**config.mk**
```make
export PLATFORM = sky130hd
export DESIGN_NAME = counter_ctrl
export DESIGN_NICKNAME = d
export VERILOG_FILES = /design/src/rtl/counter_ctrl.sv
export SDC_FILE = /design/constraint.sdc
export NUM_CORES = 1
export LEC_CHECK = 0
export ABC_AREA = 1
export CAP_MARGIN = 20
export CORE_UTILIZATION = 28
export DETAILED_ROUTE_END_ITERATION = 16
export DONT_BUFFER_PORTS = 1
export PLACE_DENSITY = 0.43
export SLEW_MARGIN = 40
export SYNTH_ARGS = -nofsm -noshare
export SYNTH_HDL_FRONTEND = slang
export SYNTH_SLANG_ARGS = --single-unit
```
**constraint.sdc**
```tcl
create_clock -name clk -period 2.3 [get_ports clk]
set_input_delay 0.69 -clock clk [delete_from_list [all_inputs] [get_ports clk]]
set_output_delay 0.69 -clock clk [all_outputs]
set_load 0.1 [all_outputs]
```
**src/rtl/counter_ctrl.sv**
```systemverilog
`default_nettype none
// ============================================================================
// Module   : counter_ctrl
// Brief    : Queued command sequencer for an external up/down counter.
//            Optional RUN timeout is compiled in with CNT_CTRL_TIMEOUT_EN.
// Revision : 1.0
// ============================================================================
module counter_ctrl #(
    parameter int WIDTH      = 8,
    parameter int FIFO_DEPTH = 4,
    parameter int MAX_CYCLES = 300
) (
    input  logic             clk,
    input  logic             reset_n,
    input  logic             cmd_valid,
    output logic             cmd_ready,
    input  logic [1:0]       cmd_op,
    input  logic [WIDTH-1:0] cmd_data,
    output logic             cnt_load,
    output logic [WIDTH-1:0] cnt_din,
    output logic             cnt_enable,
    output logic             cnt_inc,
    output logic             cnt_dec,
    input  logic [WIDTH-1:0] cnt_count,
    output logic             rsp_valid,
    input  logic             rsp_ready,
    output logic [WIDTH-1:0] rsp_count,
    output logic             rsp_err,
    output logic             busy
);

    localparam int AW     = $clog2(FIFO_DEPTH);
    localparam int FIFO_W = WIDTH + 2;

    localparam logic [1:0] OP_LOAD  = 2'b00;
    localparam logic [1:0] OP_UP    = 2'b01;
    localparam logic [1:0] OP_DOWN  = 2'b10;
    localparam logic [1:0] OP_CLEAR = 2'b11;

    typedef enum logic [1:0] {
        S_IDLE = 2'd0,
        S_LOAD = 2'd1,
        S_RUN  = 2'd2,
        S_RESP = 2'd3
    } state_t;

    state_t             state_q;
    logic [1:0]         op_q;
    logic [WIDTH-1:0]   din_q;
    logic               load_q;
    logic               rsp_valid_q;
    logic               rsp_err_q;
    logic [WIDTH-1:0]   rsp_count_q;
    logic               resp_first_q;

    logic [FIFO_W-1:0]  fifo_mem [FIFO_DEPTH];
    logic [AW:0]        wr_ptr_q, wr_ptr_d;
    logic [AW:0]        rd_ptr_q, rd_ptr_d;
    logic               fifo_empty;
    logic               fifo_full;
    logic               push;
    logic               pop;
    logic [1:0]         head_op;
    logic [WIDTH-1:0]   head_data;

    logic               match;
    logic               timeout;
    logic               step;

    // Extra pointer bit distinguishes full from empty when the indices coincide.
    assign fifo_empty = (wr_ptr_q == rd_ptr_q);
    assign fifo_full  = (wr_ptr_q[AW] != rd_ptr_q[AW]) &&
                        (wr_ptr_q[AW-1:0] == rd_ptr_q[AW-1:0]);
    assign push       = cmd_valid && !fifo_full;
    assign pop        = (state_q == S_IDLE) && !fifo_empty;
    assign {head_op, head_data} = fifo_mem[rd_ptr_q[AW-1:0]];

    always_comb begin
        wr_ptr_d = wr_ptr_q;
        rd_ptr_d = rd_ptr_q;
        if (push) wr_ptr_d = wr_ptr_q + (AW+1)'(1);
        if (pop)  rd_ptr_d = rd_ptr_q + (AW+1)'(1);
    end

    always_ff @(posedge clk) begin
        if (push) fifo_mem[wr_ptr_q[AW-1:0]] <= {cmd_op, cmd_data};
    end

    always_ff @(posedge clk or negedge reset_n) begin
        if (!reset_n) begin
            wr_ptr_q <= '0;
            rd_ptr_q <= '0;
        end else begin
            wr_ptr_q <= wr_ptr_d;
            rd_ptr_q <= rd_ptr_d;
        end
    end

`ifdef CNT_CTRL_TIMEOUT_EN
    localparam int TW = $clog2(MAX_CYCLES + 1);

    logic [TW-1:0] run_cyc_q;

    // The MAX_CYCLES-th RUN cycle issues no step and hands off to RESP.
    assign timeout = (state_q == S_RUN) && (run_cyc_q == TW'(MAX_CYCLES - 1));

    always_ff @(posedge clk or negedge reset_n) begin
        if (!reset_n) begin
            run_cyc_q <= '0;
        end else if (state_q != S_RUN) begin
            run_cyc_q <= '0;
        end else begin
            run_cyc_q <= run_cyc_q + TW'(1);
        end
    end
`else
    assign timeout = 1'b0;
`endif

    assign match      = (cnt_count == din_q);
    assign step       = (state_q == S_RUN) && !match && !timeout;
    assign cnt_inc    = step && (op_q == OP_UP);
    assign cnt_dec    = step && (op_q == OP_DOWN);
    assign cnt_enable = cnt_inc || cnt_dec;

    always_ff @(posedge clk or negedge reset_n) begin
        if (!reset_n) begin
            state_q      <= S_IDLE;
            op_q         <= OP_LOAD;
            din_q        <= '0;
            load_q       <= 1'b0;
            rsp_valid_q  <= 1'b0;
            rsp_err_q    <= 1'b0;
            rsp_count_q  <= '0;
            resp_first_q <= 1'b0;
        end else begin
            case (state_q)
                S_IDLE: begin
                    if (pop) begin
                        op_q  <= head_op;
                        din_q <= (head_op == OP_CLEAR) ? '0 : head_data;
                        if (head_op == OP_LOAD || head_op == OP_CLEAR) begin
                            state_q <= S_LOAD;
                            load_q  <= 1'b1;
                        end else begin
                            state_q <= S_RUN;
                        end
                    end
                end
                S_LOAD: begin
                    load_q       <= 1'b0;
                    state_q      <= S_RESP;
                    rsp_valid_q  <= 1'b1;
                    rsp_err_q    <= 1'b0;
                    resp_first_q <= 1'b1;
                end
                S_RUN: begin
                    if (match || timeout) begin
                        state_q      <= S_RESP;
                        rsp_valid_q  <= 1'b1;
                        rsp_err_q    <= !match;
                        resp_first_q <= 1'b1;
                    end
                end
                S_RESP: begin
                    resp_first_q <= 1'b0;
                    if (resp_first_q) rsp_count_q <= cnt_count;
                    if (rsp_ready) begin
                        state_q     <= S_IDLE;
                        rsp_valid_q <= 1'b0;
                    end
                end
                default: state_q <= S_IDLE;
            endcase
        end
    end

    // The counter only reflects a load one cycle after the strobe, so the first
    // RESP cycle forwards the live count and later cycles replay the captured one.
    assign rsp_count = resp_first_q ? cnt_count : rsp_count_q;
    assign rsp_valid = rsp_valid_q;
    assign rsp_err   = rsp_err_q;
    assign cnt_load  = load_q;
    assign cnt_din   = din_q;
    assign cmd_ready = !fifo_full;
    assign busy      = (state_q != S_IDLE) || !fifo_empty;

endmodule
`default_nettype wire
```
======== Yosys cells after proc, flatten, opt, wreduce, memory -nomap -nowiden ========
Memories as Yosys holds them, arrays and structs flattened.
Index checks and enable logic that the tools add are counted.
storage, ports and cells
  register bits ........................... 30
  bits in latches ......................... 0
  bits in writable memories ............... 40
  ROM bits ................................ 0
  bits of input ports ..................... 22
  output and inout port bits .............. 24
  memories kept ........................... 1
memory list
  memory    depth  bits a word  read ports  clocked after Yosys merged registers in  write ports  line  RTL
  fifo_mem  4      10           1           0                                        1            56    logic [FIFO_W-1:0] fifo_mem [FIFO_DEPTH];
operators by class
  add/sub/neg operators ................... 2
  $mul .................................... 0
  div/mod/pow operators ................... 0
  magnitude comparators ................... 0
  eq/ne operators ......................... 14
  shift operators ......................... 0
  muxes and demuxes ....................... 18
  bitwise logic cells ..................... 0
  reduce and logical (&&, ||, !) cells .... 24
operators by type and width
  operator                                                         number
  8-bit two-way mux                                                2
  3-bit AND reduction                                              3
  2-bit == test, second input constant                             4
  8-bit == test                                                    1
  2-bit two-way mux                                                4
  2-bit case mux with 4 select lines                               1
  1-bit two-way mux                                                7
  3-bit by 1-bit adder with 3-bit output, second input constant    2
  1-bit logical AND                                                6
  2-bit != test, second input constant                             3
  1-bit case mux with 3 select lines                               2
  2-bit AND reduction                                              3
  2-bit nonzero test                                               3
  2-bit by 1-bit == test with 1-bit output, second input constant  2
  2-bit zero test                                                  2
  1-bit case mux with 2 select lines                               2
  3-bit == test                                                    1
  1-bit zero test                                                  3
  1-bit logical OR                                                 3
  3-bit nonzero test                                               1
  2-bit == test                                                    1
  2-bit by 1-bit != test with 1-bit output, second input constant  1
  1-bit != test                                                    1

======== Logic depth before layout (Yosys ltp) ========
  word-level depth ........................ 6
  gate-level depth with buffers ........... 10

======== Worst setup path before layout ========
OpenSTA, ideal clock, no wires.
  path kind ............................... flip-flop to output port
  from .................................... reg din_q[5], in the netlist cnt_din[5]
  to ...................................... out cnt_enable
  data arrival time ....................... 3,016 ps
  required time ........................... 1,610 ps
  setup slack ............................. -1,406 ps
  cell stages (with the launch flop) ...... 9
  cell sequence ........................... dfrtp_1 -> inv_1 -> nand2_1 -> nand2_1 -> nand2_1 -> nor2_1 -> nand2_1 -> nand2_1 -> a21oi_1
on the way
  cells in the longest elaborated chain, start to end .. 5
  elaborated cells between the ends (all ways) .. 6
ends and longest elaborated chain
  item                                         line      RTL
  from (decl)                                  49        logic [WIDTH-1:0] din_q;
  from (signal assigned)                       141       din_q <= (head_op == OP_CLEAR) ? '0 : head_data;
  8-bit == test (*)                            120       assign match = (cnt_count == din_q);
  1-bit zero test (*)                          121       assign step = (state_q == S_RUN) && !match && !timeout;
  1-bit logical AND (*)                        121
  1-bit logical AND, on equally long branches  122, 123
  1-bit logical OR (*)                         124       assign cnt_enable = cnt_inc || cnt_dec;
  to (decl)                                    21        output logic cnt_enable,
Every way passes the cells marked *; elsewhere a longest branch is shown, timed or not.

======== Worst setup path after layout ========
  from .................................... reg din_q[4], in the netlist cnt_din[4]
  to ...................................... out cnt_enable
Same word-level chain as after synthesis.

==> impl_summary.txt <==
----------------------------------------------------
[Setup path]
  Critical path arrival ... 1.56 ns
  Startpoint of the most critical setup path ... cnt_din[4]
  WS Path Type ... flip-flop to output pin
  CP max FO ... 4
  Startpoint kind of the worst setup timing path ... flip-flop
  Worst reg2reg startpoint ... rd_ptr_q[0]
  Data required time of the critical path ... between 1.5 and 2 ns
  Element type at the critical path end ... output pin

[CTS]
  Buffer cell driving the clock tree root ... sky130_fd_sc_hd__clkbuf_16
  CTS tree ... yes
  Inserted Clock Buffers ... 9
  Maximum root-to-sink buffer count ... 2
  Clock Sinks ... 70
  Maximum level of the CTS H-tree ... 3
  Clock Latency Late Sink ... about 0.32 ns
  Clock input transition at the sequential cells of the worst setup and hold paths ... 0.06 ns

[Floorplanning]
  IO Count ... 46
  Number of placement rows ... 38
  Die boundary width ... 109 µm
  Core outline area ... roughly 0.011 mm²
  Initial standard-cell utilization of the core ... 29.1%
  Vert. Die Dim ... 109 µm
  Area of the die ... around 0.012 mm²

[Layout]
  Share of layout cells above drive strength 1 ... 28.8%
  Diodes inserted ... 0
  Area growth from synthesis to layout ... 31.8%
  NumNets Final ... 393
  Post-route cell area ... 0.00419 mm²

[Synth]
  Cell count after synthesis ... 314
  Post-synthesis instance area ... 0.00318 mm²
  Post-synthesis net count ... 347
  Synthesis-stage register bit count ... 70
  Sequential fraction of the synthesis area ... 61.4%
  Count of different cell masters after synthesis ... 27
  Synthesis warning total ... 0
  Average instance area after synthesis ... 10.1 µm²

[Outcome]
  Outcome ... complete, no violations

[STA]
  Pins over their slew limit ... 0
  Final Hold Viols ... 0
  RSZ-0062 raised after global routing ... yes
  Maximum clock rate ... 443 MHz
  Clock Skew ... 0.00622 ns
  Setup violations, final ... 0
  Fin crit share ... between 90% and 100%
  Min cycle time layout ... 2.25 ns
  Transition time at the pin with the least slew margin ... 0.383 ns
  Max-slew headroom ... around 74%

[Place]
  IO buf count ... 0
  Cell Area, Placed ... 0.00377 mm²
  Routability congestion estimate ... between 0.6 and 0.7
  Detail Placement HPWL ... around 4600 µm

[Detailed routing]
  Routed wire per std cell ... 13.1 µm
  Via count ... 2165
  Per-cell via count in the routed design ... 4.29
  Initial detailed-routing violation count ... 93
  Drt pass-1 iters ... 4
  Routed Wire Length ... 6640 µm
  Number of antenna-violating nets in the routed design ... 0
  DRC violation count after routing ... 0

[Global route]
  First-pass GRT wire length ... about 11000 µm
  Initial antenna violation count ... 0
  Maximum number of pins on one net before global-route repair ... 31
  Via count of the first global-routing pass ... 2138
  Global-route congestion overflow total ... 0
  Total routing usage reported by global routing ... 12.6%

[Flow run]
  Maximum capacitance violations ... 0

[Hold path]
  Path category of the worst min-delay check ... primary input to async pin

----------------------------------------------------
==> flip-flops by register name (all words and copies together) (netlist names) <==
register / cells
rsp_err: 1
rsp_valid: 1
state_q: 2
wr_ptr_q: 3
op_q: 2
rd_ptr_q: 3
cnt_din: 8
cnt_load: 1
resp_first_q: 1
rsp_count_q: 8
fifo_mem: 40
==> worst paths after layout <==
kind	cells past startpoint	to	slack, ns
max in group asynchronous	0	rd_ptr_q[0]	2.15
worst max-delay path	9	cnt_enable	0.05
min in group clk	0	fifo_mem[0][8]	0.46
worst min-delay path	0	rsp_count_q[1]	0.05
worst min register to register	1	rd_ptr_q[2]	0.52
worst max register to register	7	cnt_din[2]	0.45
==> repair_timing <==
item	4_1_cts	5_1_grt
pin swaps	5	5
gates resized for setup	8	6
endpoints found under the setup margin	10	4
cloned	0	0
hold buffers	0	0
endpoints found under the hold margin	0	0
buffers inserted	7	2
==> area by class of cell <==
class,instances,area [µm²]
Sequential cell,70,1980
Multi-Input combinational cell,200,1160
Clock buffer,9,225
Clock inverter,7,97.6
Tap cell,140,175
Fill cell,1072,6740
Timing Repair Buffer,43,414
Inverter,36,140
==> worst max-delay path, cell delays in order (launching register included) <==
cell,delay [ns]
sky130_fd_sc_hd__dfrtp_4,0.48
sky130_fd_sc_hd__inv_2,0.07
sky130_fd_sc_hd__nand2_1,0.04
sky130_fd_sc_hd__nand2_1,0.05
sky130_fd_sc_hd__nand2_1,0.06
sky130_fd_sc_hd__nor2_2,0.13
sky130_fd_sc_hd__nand2_2,0.08
sky130_fd_sc_hd__nand2_4,0.11
sky130_fd_sc_hd__a21oi_4,0.05
sky130_fd_sc_hd__buf_12,0.17
==> stage by stage <==
step           setup slack [ns]  hold slack (ns)  setup TNS, ns  util, %  instances
2_1_floorplan            -0.238            0.394          -5.40        -        314
6_report                 0.0451           0.0532              0     38.3        505
5_1_grt                 -0.0629           0.0342         -0.186     38.3        505
3_3_place_gp              0.128            0.395              0     34.5        480
3_5_place_dp              0.122            0.395              0     34.5        480
4_1_cts                 0.00102           0.0410              0     38.0        503
==> routing by layer <==
| metal | share of wire, % | track usage, % | routed length, µm | vias up |
|---|---|---|---|---|
| li1 | - | - | - | 1126 |
| met1 | 45 | 15.1 | 3000 | 991 |
| met2 | 46 | 20.4 | 3060 | 41 |
| met3 | 7.1 | 4.34 | 470 | 7 |
| met4 | 1.5 | 5.79 | 100 | 0 |
| met5 | 0 | 0 | 0 | - |
==> synth_stat cells, drive strengths merged <==
library cell / count / area (µm²)
buf: 2 / 16.3
xor2: 3 / 26.3
ha: 11 / 138
o21bai: 1 / 7.51
nand3: 24 / 125
nand3b: 1 / 7.51
a21oi: 13 / 65.1
clkbuf: 6 / 22.5
xnor2: 7 / 61.3
nor2: 13 / 56.3
o22ai: 2 / 12.5
o21ai: 33 / 188
a21boi: 1 / 7.51
or2: 1 / 6.26
edfxtp: 40 / 1200
nand4: 1 / 6.26
nand2: 89 / 344
dfrtp: 30 / 751
inv: 36 / 138
==> placed cells by master, fill, tap and decap left out, types with 3 or more instances in the layout <==
| cell type | n |
|---|---|
| sky130_fd_sc_hd__edfxtp_1 | 40 |
| sky130_fd_sc_hd__o21ai_0 | 17 |
| sky130_fd_sc_hd__nor2_1 | 7 |
| sky130_fd_sc_hd__xnor2_2 | 3 |
| sky130_fd_sc_hd__nor2_4 | 4 |
| sky130_fd_sc_hd__dfrtp_4 | 6 |
| sky130_fd_sc_hd__o21ai_2 | 14 |
| sky130_fd_sc_hd__buf_12 | 7 |
| sky130_fd_sc_hd__xnor2_1 | 4 |
| sky130_fd_sc_hd__ha_1 | 11 |
| sky130_fd_sc_hd__nand2_4 | 3 |
| sky130_fd_sc_hd__inv_1 | 30 |
| sky130_fd_sc_hd__inv_2 | 4 |
| sky130_fd_sc_hd__dfrtp_1 | 20 |
| sky130_fd_sc_hd__a21oi_1 | 12 |
| sky130_fd_sc_hd__nand2_1 | 84 |
| sky130_fd_sc_hd__clkbuf_16 | 9 |
| sky130_fd_sc_hd__xor2_1 | 3 |
| sky130_fd_sc_hd__nand3_1 | 23 |
| sky130_fd_sc_hd__dfrtp_2 | 4 |
| sky130_fd_sc_hd__buf_4 | 35 |
==> cell families (layout without fill, tap and decap cells) <==
kind of cell               count (synthesis)  in the layout  share of synthesized area [%]
and+or+nand+nor                          129            129                           17.2
DFF                                       70             70                           61.4
AOI/OAI and AO/OA                         50             50                           8.82
buffers and inverters                     44             95                           5.55
adders and majority gates                 11             11                           4.33
xor gates and xnor gates                  10             10                           2.76
Power is not shown: default switching activity piles up to over one toggle a cycle in this logic, so the estimate is an artifact.
